### config.mk
export PLATFORM = sky130hd
export DESIGN_NAME = change_dispenser_flat
export DESIGN_NICKNAME = d
export VERILOG_FILES = /design/src/rtl/vend_pkg.sv /design/src/rtl/change_dispenser_if.sv /design/src/rtl/vend_req_fifo.sv /design/src/rtl/change_dispenser.sv /design/src/flat_wrapper.sv
export SDC_FILE = /design/constraint.sdc
export NUM_CORES = 1
export LEC_CHECK = 0
export ABC_AREA = 1
export CELL_PAD_IN_SITES_DETAIL_PLACEMENT = 0
export CELL_PAD_IN_SITES_GLOBAL_PLACEMENT = 1
export CORE_MARGIN = 4
export CORE_UTILIZATION = 37
export CTS_BUF_LIST = sky130_fd_sc_hd__clkbuf_4 sky130_fd_sc_hd__clkbuf_8
export DETAILED_ROUTE_END_ITERATION = 8
export PLACE_DENSITY = 0.84
export SKIP_CTS_REPAIR_TIMING = 1
export SYNTH_ARGS = -nofsm -noshare
export SYNTH_HDL_FRONTEND = slang
export SYNTH_SLANG_ARGS = --single-unit
### constraint.sdc
create_clock -name clk_i -period 1.4 [get_ports clk_i]
set_input_delay 0.28 -clock clk_i [delete_from_list [all_inputs] [get_ports clk_i]]
set_output_delay 0.28 -clock clk_i [all_outputs]
set_load 0.01 [all_outputs]
### src/rtl/vend_pkg.sv
// Shared types and constants for the vending machine back-end: change width,
// coin values (in nickels), dispenser FSM states and small helpers.
package vend_pkg;

  localparam int unsigned CHG_W = 3;

  localparam logic [CHG_W-1:0] NICKEL     = 3'd1;
  localparam logic [CHG_W-1:0] DIME       = 3'd2;
  localparam logic [CHG_W-1:0] MAX_CHANGE = 3'd4;

  typedef enum logic [2:0] {
    ST_IDLE,
    ST_SODA_REQ,
    ST_SODA_REL,
    ST_COIN_SEL,
    ST_COIN_REQ,
    ST_COIN_REL
  } disp_state_e;

  typedef enum logic {
    COIN_NICKEL,
    COIN_DIME
  } coin_e;

  function automatic logic [CHG_W-1:0] sat_change(input logic [CHG_W-1:0] c);
    return (c > MAX_CHANGE) ? MAX_CHANGE : c;
  endfunction

  function automatic logic [CHG_W-1:0] coin_value(input coin_e c);
    return (c == COIN_DIME) ? DIME : NICKEL;
  endfunction

endpackage

### src/rtl/change_dispenser_if.sv
// Bundle of the vend strobe, hopper/motor handshakes and status flags.
// master = coin FSM / hopper side, slave = change_dispenser.
interface change_dispenser_if;
  import vend_pkg::*;

  logic             soda_i;
  logic [CHG_W-1:0] change_i;
  logic             soda_ack_i;
  logic             dime_ack_i;
  logic             nickel_ack_i;
  logic             dime_empty_i;
  logic             nickel_empty_i;
  logic             soda_req_o;
  logic             dime_req_o;
  logic             nickel_req_o;
  logic             busy_o;
  logic             ovf_o;
  logic             err_o;

  modport master (
    output soda_i, change_i, soda_ack_i, dime_ack_i, nickel_ack_i,
           dime_empty_i, nickel_empty_i,
    input  soda_req_o, dime_req_o, nickel_req_o, busy_o, ovf_o, err_o
  );

  modport slave (
    input  soda_i, change_i, soda_ack_i, dime_ack_i, nickel_ack_i,
           dime_empty_i, nickel_empty_i,
    output soda_req_o, dime_req_o, nickel_req_o, busy_o, ovf_o, err_o
  );

endinterface

### src/rtl/vend_req_fifo.sv
// Small synchronous FIFO of pending vend requests (change owed per vend).
// Pointers carry an extra wrap bit to tell full from empty.
module vend_req_fifo
  import vend_pkg::*;
#(
  parameter int unsigned DEPTH = 2,
  parameter int unsigned WIDTH = CHG_W
) (
  input  logic             clk_i,
  input  logic             rst_ni,
  input  logic             push,
  input  logic             pop,
  input  logic [WIDTH-1:0] din,
  output logic [WIDTH-1:0] dout,
  output logic             full,
  output logic             empty
);

  localparam int unsigned AW = $clog2(DEPTH);
  localparam int unsigned PW = AW + 1;

  logic [PW-1:0]    wr_ptr_q, wr_ptr_d;
  logic [PW-1:0]    rd_ptr_q, rd_ptr_d;
  logic [WIDTH-1:0] mem_q [DEPTH];
  logic [WIDTH-1:0] mem_d [DEPTH];
  logic             do_push;
  logic             do_pop;

  assign empty = (wr_ptr_q == rd_ptr_q);
  assign full  = (wr_ptr_q[AW] != rd_ptr_q[AW]) &&
                 (wr_ptr_q[AW-1:0] == rd_ptr_q[AW-1:0]);
  assign dout  = mem_q[rd_ptr_q[AW-1:0]];

  assign do_push = push && !full;
  assign do_pop  = pop && !empty;

  always_comb begin
    wr_ptr_d = wr_ptr_q;
    rd_ptr_d = rd_ptr_q;
    mem_d    = mem_q;
    if (do_push) begin
      mem_d[wr_ptr_q[AW-1:0]] = din;
      wr_ptr_d = wr_ptr_q + PW'(1);
    end
    if (do_pop) begin
      rd_ptr_d = rd_ptr_q + PW'(1);
    end
  end

  always_ff @(posedge clk_i or negedge rst_ni) begin
    if (!rst_ni) begin
      wr_ptr_q <= '0;
      rd_ptr_q <= '0;
      for (int unsigned i = 0; i < DEPTH; i++) begin
        mem_q[i] <= '0;
      end
    end else begin
      wr_ptr_q <= wr_ptr_d;
      rd_ptr_q <= rd_ptr_d;
      mem_q    <= mem_d;
    end
  end

endmodule

### src/rtl/change_dispenser.sv
// Vending back-end: queues vend strobes and pays soda plus change through
// 4-phase req/ack handshakes, dimes first, nickels as fallback.
module change_dispenser
  import vend_pkg::*;
#(
  parameter int unsigned DEPTH = 2
) (
  input  logic                clk_i,
  input  logic                rst_ni,
  change_dispenser_if.slave   bus
);

  disp_state_e      state_q, state_d;
  coin_e            coin_q, coin_d;
  logic [CHG_W-1:0] owed_q, owed_d;
  logic             ovf_q, ovf_d;
  logic             err_q, err_d;
  logic             soda_req_q, soda_req_d;
  logic             dime_req_q, dime_req_d;
  logic             nickel_req_q, nickel_req_d;

  logic             fifo_pop;
  logic             fifo_full;
  logic             fifo_empty;
  logic [CHG_W-1:0] fifo_dout;
  logic             coin_ack;

  vend_req_fifo #(
    .DEPTH (DEPTH),
    .WIDTH (CHG_W)
  ) u_fifo (
    .clk_i  (clk_i),
    .rst_ni (rst_ni),
    .push   (bus.soda_i),
    .pop    (fifo_pop),
    .din    (sat_change(bus.change_i)),
    .dout   (fifo_dout),
    .full   (fifo_full),
    .empty  (fifo_empty)
  );

  // Only the selected hopper's ack advances the handshake.
  assign coin_ack = (coin_q == COIN_DIME) ? bus.dime_ack_i : bus.nickel_ack_i;

  always_comb begin
    state_d  = state_q;
    coin_d   = coin_q;
    owed_d   = owed_q;
    err_d    = err_q;
    ovf_d    = ovf_q | (bus.soda_i & fifo_full);
    fifo_pop = 1'b0;

    unique case (state_q)
      ST_IDLE: begin
        if (!fifo_empty) begin
          fifo_pop = 1'b1;
          owed_d   = fifo_dout;
          state_d  = ST_SODA_REQ;
        end
      end
      ST_SODA_REQ: begin
        if (bus.soda_ack_i) state_d = ST_SODA_REL;
      end
      ST_SODA_REL: begin
        if (!bus.soda_ack_i) state_d = ST_COIN_SEL;
      end
      ST_COIN_SEL: begin
        if (owed_q == '0) begin
          state_d = ST_IDLE;
        end else if ((owed_q >= DIME) && !bus.dime_empty_i) begin
          coin_d  = COIN_DIME;
          state_d = ST_COIN_REQ;
        end else if (!bus.nickel_empty_i) begin
          coin_d  = COIN_NICKEL;
          state_d = ST_COIN_REQ;
        end else begin
          err_d   = 1'b1;
          owed_d  = '0;
          state_d = ST_IDLE;
        end
      end
      ST_COIN_REQ: begin
        if (coin_ack) begin
          owed_d  = owed_q - coin_value(coin_q);
          state_d = ST_COIN_REL;
        end
      end
      ST_COIN_REL: begin
        if (!coin_ack) state_d = ST_COIN_SEL;
      end
      default: state_d = ST_IDLE;
    endcase

    // Reqs are registered copies of the next-state decode, so they rise on
    // entry to a REQ state and fall the cycle after the ack is seen.
    soda_req_d   = (state_d == ST_SODA_REQ);
    dime_req_d   = (state_d == ST_COIN_REQ) && (coin_d == COIN_DIME);
    nickel_req_d = (state_d == ST_COIN_REQ) && (coin_d == COIN_NICKEL);
  end

  always_ff @(posedge clk_i or negedge rst_ni) begin
    if (!rst_ni) begin
      state_q      <= ST_IDLE;
      coin_q       <= COIN_NICKEL;
      owed_q       <= '0;
      ovf_q        <= 1'b0;
      err_q        <= 1'b0;
      soda_req_q   <= 1'b0;
      dime_req_q   <= 1'b0;
      nickel_req_q <= 1'b0;
    end else begin
      state_q      <= state_d;
      coin_q       <= coin_d;
      owed_q       <= owed_d;
      ovf_q        <= ovf_d;
      err_q        <= err_d;
      soda_req_q   <= soda_req_d;
      dime_req_q   <= dime_req_d;
      nickel_req_q <= nickel_req_d;
    end
  end

  assign bus.soda_req_o   = soda_req_q;
  assign bus.dime_req_o   = dime_req_q;
  assign bus.nickel_req_o = nickel_req_q;
  assign bus.busy_o       = (state_q != ST_IDLE) || !fifo_empty;
  assign bus.ovf_o        = ovf_q;
  assign bus.err_o        = err_q;

endmodule

### src/flat_wrapper.sv
// flat-port wrapper written by rule: the top's interface ports become plain ports
module change_dispenser_flat import vend_pkg::*;
#(
  parameter int unsigned DEPTH = 2
)
  (clk_i, rst_ni, bus_soda_i, bus_change_i, bus_soda_ack_i, bus_dime_ack_i, bus_nickel_ack_i, bus_dime_empty_i, bus_nickel_empty_i, bus_soda_req_o, bus_dime_req_o, bus_nickel_req_o, bus_busy_o, bus_ovf_o, bus_err_o);
  change_dispenser_if bus_i ();
  input  logic clk_i;
  input  logic rst_ni;
  input wire logic [$bits(bus_i.soda_i)-1:0] bus_soda_i;
  input wire logic [$bits(bus_i.change_i)-1:0] bus_change_i;
  input wire logic [$bits(bus_i.soda_ack_i)-1:0] bus_soda_ack_i;
  input wire logic [$bits(bus_i.dime_ack_i)-1:0] bus_dime_ack_i;
  input wire logic [$bits(bus_i.nickel_ack_i)-1:0] bus_nickel_ack_i;
  input wire logic [$bits(bus_i.dime_empty_i)-1:0] bus_dime_empty_i;
  input wire logic [$bits(bus_i.nickel_empty_i)-1:0] bus_nickel_empty_i;
  output wire logic [$bits(bus_i.soda_req_o)-1:0] bus_soda_req_o;
  output wire logic [$bits(bus_i.dime_req_o)-1:0] bus_dime_req_o;
  output wire logic [$bits(bus_i.nickel_req_o)-1:0] bus_nickel_req_o;
  output wire logic [$bits(bus_i.busy_o)-1:0] bus_busy_o;
  output wire logic [$bits(bus_i.ovf_o)-1:0] bus_ovf_o;
  output wire logic [$bits(bus_i.err_o)-1:0] bus_err_o;
  assign bus_i.soda_i = bus_soda_i;
  assign bus_i.change_i = bus_change_i;
  assign bus_i.soda_ack_i = bus_soda_ack_i;
  assign bus_i.dime_ack_i = bus_dime_ack_i;
  assign bus_i.nickel_ack_i = bus_nickel_ack_i;
  assign bus_i.dime_empty_i = bus_dime_empty_i;
  assign bus_i.nickel_empty_i = bus_nickel_empty_i;
  assign bus_soda_req_o = bus_i.soda_req_o;
  assign bus_dime_req_o = bus_i.dime_req_o;
  assign bus_nickel_req_o = bus_i.nickel_req_o;
  assign bus_busy_o = bus_i.busy_o;
  assign bus_ovf_o = bus_i.ovf_o;
  assign bus_err_o = bus_i.err_o;
  change_dispenser #(.DEPTH(DEPTH)) u_core (.clk_i(clk_i), .rst_ni(rst_ni), .bus(bus_i));
endmodule
# --- Yosys cells after proc, flatten, opt, wreduce, memory -nomap -nowiden ---
# Index checks and enable logic that the tools add are counted.
totals:
  register_bits: 22
  input_bits: 11
  output_inout_bits: 6
  word_cells: 89
classes:
  addsub: 3
  magnitude_cmp: 5
  n_eq_ne: 15
  muxes: 30
  bitwise: 7
  reduce_logical: 17
op_table:
  columns: ["op", "n"]
  rows:
  - ["3-bit 2-to-1 mux", 18]
  - ["3-bit case mux with 6 select lines", 1]
  - ["3-bit == test, second input constant", 3]
  - ["3-bit case mux with 3 select lines", 1]
  - ["2-bit != test, second input constant", 4]
  - ["1-bit logical AND", 7]
  - ["1-bit 2-to-1 mux", 7]
  - ["6-bit bitwise mux", 1]
  - ["3-bit by 1-bit == test with 1-bit output, second input constant", 2]
  - ["3-bit by 2-bit == test with 1-bit output, second input constant", 2]
  - ["3-bit zero test", 2]
  - ["6-bit AND reduction", 1]
  - ["3-bit nonzero test", 2]
  - ["2-bit by 1-bit adder with 2-bit output, second input constant", 2]
  - ["2-bit greater-or-equal comparator, second input constant", 2]
  - ["1-bit NOT with 2-bit output", 2]
  - ["4-bit AND reduction", 1]
  - ["3-bit demux with 1-bit select", 1]
  - ["3-bit by 2-bit greater-or-equal comparator with 1-bit output, second input constant", 1]
  - ["3-bit > comparator, second input constant", 1]
  - ["1-bit zero test", 3]
  - ["1-bit NOT", 3]
  - ["3-bit subtractor", 1]
  - ["2-bit == test", 1]
  - ["other kinds (8)", 8]

# --- Longest topological paths before layout ---
logic_depth:
  word_depth: 7
  mapped_depth: 10
  mapped_depth_nobuf: 9

# --- Modules after synthesis ---
# From an unflattened synthesis, not the netlist that was laid out.
hier_totals:
  cells_unflattened: 175
  area_unflattened_um2: 1300.0
by_module_without_submodules:
  columns: ["mod", "instances", "cells_per_inst", "area_each_um2", "seq_area_each_um2"]
  rows:
  - ["change_dispenser", 1, 104, 735.7, 300.3]
  - ["vend_req_fifo", 1, 71, 564.3, 250.2]

# --- Worst setup path before layout ---
# Ideal clock, no wire load.
synth_path:
  path_kind: "register to register"
  startpoint: "reg u_core.coin_q"
  endpoint: "reg u_core.owed_q[2]"
  setup_time_ns: 0.065
  arrival_ns: 1.476
  required_time_ns: 1.335
  slack_ns: -0.141
  path_stages_with_launch: 9
  path_buffers: 0
  synth_period_minus_slack_ns: 1.541
  cell_sequence: "dfrtp_1 -> inv_1 -> ha_1 -> inv_1 -> fa_1 -> xor2_1 -> o21ai_0 -> nand2_1 -> nand2_1"
synth_between:
  elab_chain_len: 4
  word_cells_on_any_way: 7
  cone_classes: "add/sub (1); eq/ne (1); mux (4); reduce/logical (1)"
synth_lines:
  columns: ["item", "line", "text"]
  rows:
  - ["start: declaration", "change_dispenser.sv:14", "coin_e coin_q, coin_d;"]
  - ["start signal: assignment", "change_dispenser.sv:113", "coin_q <= coin_d;"]
  - ["2-bit 2-to-1 mux", "vend_pkg.sv:30", "return (c == COIN_DIME) ? DIME : NICKEL;"]
  - ["3-bit subtractor", "change_dispenser.sv:84", "owed_d = owed_q - coin_value(coin_q);"]
  - ["3-bit 2-to-1 mux", "change_dispenser.sv:83", "if (coin_ack) begin"]
  - ["3-bit case mux with 3 select lines", "change_dispenser.sv:53", "unique case (state_q)"]
  - ["end signal: assignment", "change_dispenser.sv:114", "owed_q <= owed_d;"]
  - ["end: declaration", "change_dispenser.sv:15", "logic [CHG_W-1:0] owed_q, owed_d;"]
# Several ways; a longest one is shown, not always the timed one. The select of a mux whose other input is x is not followed.
# A chain may end at the register's enable or synchronous reset.

# --- Worst setup path after layout ---
layout_path:
  startpoint: "reg u_core.state_q[1]"
  endpoint: "out bus_busy_o"
layout_between:
  elab_chain_len: 2
layout_lines:
  columns: ["item", "line", "text"]
  rows:
  - ["start: declaration", "change_dispenser.sv:13", "disp_state_e state_q, state_d;"]
  - ["start signal: assignment", "change_dispenser.sv:112", "state_q <= state_d;"]
  - ["3-bit nonzero test", "change_dispenser.sv:126", "assign bus.busy_o = (state_q != ST_IDLE) || !fifo_empty;"]
  - ["1-bit logical OR", "change_dispenser.sv:126", null]
  - ["end: declaration", "flat_wrapper.sv:20", "output wire logic [$bits(bus_i.busy_o)-1:0] bus_busy_o;"]
# Every way passes these cells.

==> results_dict.tcl <==
set metrics [dict create \
    outcome "finished, violations left" \
    violations "negative setup slack" \
    vias 1185 \
    critPathRequiredTime_ps 1120 \
    post-route-drc-count 0 \
    place_congestion 0.855 \
    pwr-share-comb_pct 65.0 \
    seq_area_frac_synth_pct 44.5 \
    area_growth_pct 45.7 \
    cts_sinks 22 \
    start_util_pct 39.5 \
    power_leakage_nw 0.953 \
    cts_buffers 3 \
    cts_root_buf "clkbuf_4" \
    dp_hpwl_mm 2.13 \
    p_sw_mw 1.73 \
    cp-start-kind "register" \
    clockBufferDepth 2 \
    drive_above_1_share_pct 35.8 \
    fin_nets 230 \
    layout_commonest_cell "nand2_1" \
    antenna_found_initial 0 \
    slew_headroom_pct 79.7 \
    ys_types 21 \
    end_kind "output pin" \
    ys_seq_elements 22 \
    yosysWarnings 0 \
    via_per_inst 4.58 \
    post_drt_wl_per_cell_um 11.4 \
    seqPwrFrac_pct 27.4 \
    drv_cap 0 \
    skew_ps 6.75 \
    max_freq_mhz 662 \
    setup_slack_ps -111 \
    drt_first_iter_violations 46 \
    final-setup-viol-count 3 \
    synthXorXnorAreaFrac_pct 1.42 \
    crit_fanout 2 \
    final-max-slew-violation-count 0 \
    tightest_slew_ps 301 \
    synthSimpleGateAreaFrac_pct 33.5 \
    pin_count 17 \
    hold_viol_final 0 \
    io_buffers 16 \
    power_density_mw_per_mm2 2200 \
    worst_ep_arrival_time_ps 1230 \
    clk_latency_ps 310 \
    layout_min_cycle_time_ps 1510 \
    diodes 0 \
    rsz0062_at_grt "yes" \
    grt_pass1_wl_mm 4.95 \
    htree_num_levels 1 \
    ant_nets 0 \
    wl_mm 2.95 \
    die_height_um 65.8 \
    yosys.area.top_type "dfrtp_1" \
    p_int_mw 2.22 \
    die_area_sq_mm 0.00433 \
    path_class "reg -> out" \
    p_sw_share_pct 43.8 \
    vdd_drop_max_uv 1110 \
    track_usage_pct 15.0 \
    synth_top_family_by_area "simple AND/OR/NAND/NOR gates" \
    synth_top_area_share_pct 44.5 \
    drtPass1Iterations 4 \
    fin_util_pct 57.6 \
    synth_fp_nets 178 \
    synth_mux_area_share_pct 0 \
    first_global_vias 1167 \
    power.total_mw 3.96 \
    syn_area_per_cell_sq_um 7.49 \
    synth_cells 165 \
    cts_tree "built" \
    clkPwrFrac_pct 7.6 \
    finalCritPeriodShare_pct 108 \
    overflow 0 \
    core_area_sq_mm 0.00313 \
    synth_area_leaders "dfrtp_1 (45%), nand2_1 (18%), inv_1 (7.3%)" \
    die_x_um 65.8 \
    synth-compound-area-share_pct 9.11 \
    clkTransAtPathRegs_ps 130 \
    hold_path.class "in -> async" \
    grt_max_degree 23 \
    tns_ps -176 \
    syn_area_sq_mm 0.00124 \
    row_count 20 \
    final_cell_mix "nand2_1 (48), buf_4 (29), dfrtp_1 (22)" \
    synth_fa_ha_area_share_pct 2.63 \
]
[stage by stage]
stage / setup slack (ps) / instances / instance area (sq um) / hold slack (ps)
6_report: -111 / 259 / 1800 / 301
5_1_grt: -195 / 259 / 1800 / 305
4_1_cts: -527 / 249 / 1640 / 299
3_5_place_dp: -145 / 246 / 1620 / 465
3_3_place_gp: -87.4 / 246 / 1620 / 459
2_1_floorplan: 1.28 / 165 / 1250 / -15.6
[final timing paths]
check                             startpoint  cells past startpoint  slack [ps]                     end
setup / recovery           u_core.state_q[1]                      5        -110              bus_busy_o
hold / removal                        rst_ni                      2         300  u_core.u_fifo.mem_q[1]
setup reg to reg               u_core.coin_q                      8         -30        u_core.owed_q[2]
hold reg to reg             u_core.bus.err_o                      1         490        u_core.bus.err_o
max in group asynchronous             rst_ni                      2         860   u_core.bus.soda_req_o
min in group clk_i          u_core.bus.err_o                      1         490        u_core.bus.err_o
[cell families after synthesis]
family,after synthesis
simple gates,92
fa+ha+maj,2
buf+inv,27
xor+xnor,2
flops,22
compound gates,20
[critical path, stage by stage (launching register included)]
cell and delay, ps:
dfrtp_1 430, inv_2 80, nand2_2 80, nor2_4 110, nand3_2 80, clkbuf_2 140
[flip-flops by register name (all words and copies together), names as in the netlist, 2 cells and up]
register and flops:
u_core.state_q 3, u_core.u_fifo.wr_ptr_q 2, u_core.owed_q 3, u_core.u_fifo.mem_q 6, u_core.u_fifo.rd_ptr_q 2
[layout make-up]
type,instances,area (sq um)
timing repair buffer,48,419
fill,310,1330
sequential,22,551
inverter,26,101
clock buffer,3,22.5
tap,44,55.1
multi-input combinational,116,653
[Yosys cell counts]
| master | number |
|---|---|
| a21oi_1 | 1 |
| buf_6 | 1 |
| dfrtp_1 | 22 |
| fa_1 | 1 |
| ha_1 | 1 |
| inv_1 | 24 |
| inv_2 | 2 |
| nand2_1 | 59 |
| nand2_2 | 4 |
| nand2_4 | 1 |
| nand3_1 | 3 |
| nand3_2 | 2 |
| nand4_1 | 1 |
| nor2_1 | 15 |
| nor2_2 | 4 |
| nor2_4 | 3 |
| o21ai_0 | 15 |
| o21bai_1 | 2 |
| o221ai_1 | 1 |
| o41ai_1 | 1 |
| xor2_1 | 2 |
[power groups by stage]
stage | sequential, mW | clock [mW] | combinational (mW)
2_1_floorplan | 1.09 | 0 | 1.27
3_3_place_gp | 1.06 | 0 | 2.09
3_5_place_dp | 1.07 | 0 | 2.14
4_1_cts | 1.06 | 0.317 | 2.16
5_1_grt | 1.11 | 0.364 | 2.89
6_report | 1.08 | 0.301 | 2.57
[routing by layer]
layer / GRT usage (%) / vias to the layer above / part of all wire (%)
li1: - / 607 / -
met2: 25.8 / 29 / 49
met1: 17.7 / 543 / 43
met5: 0 / - / 0
met3: 2.89 / 6 / 5.0
met4: 6.99 / 0 / 2.5
No activity file was read; power rests on OpenSTA's default activity.
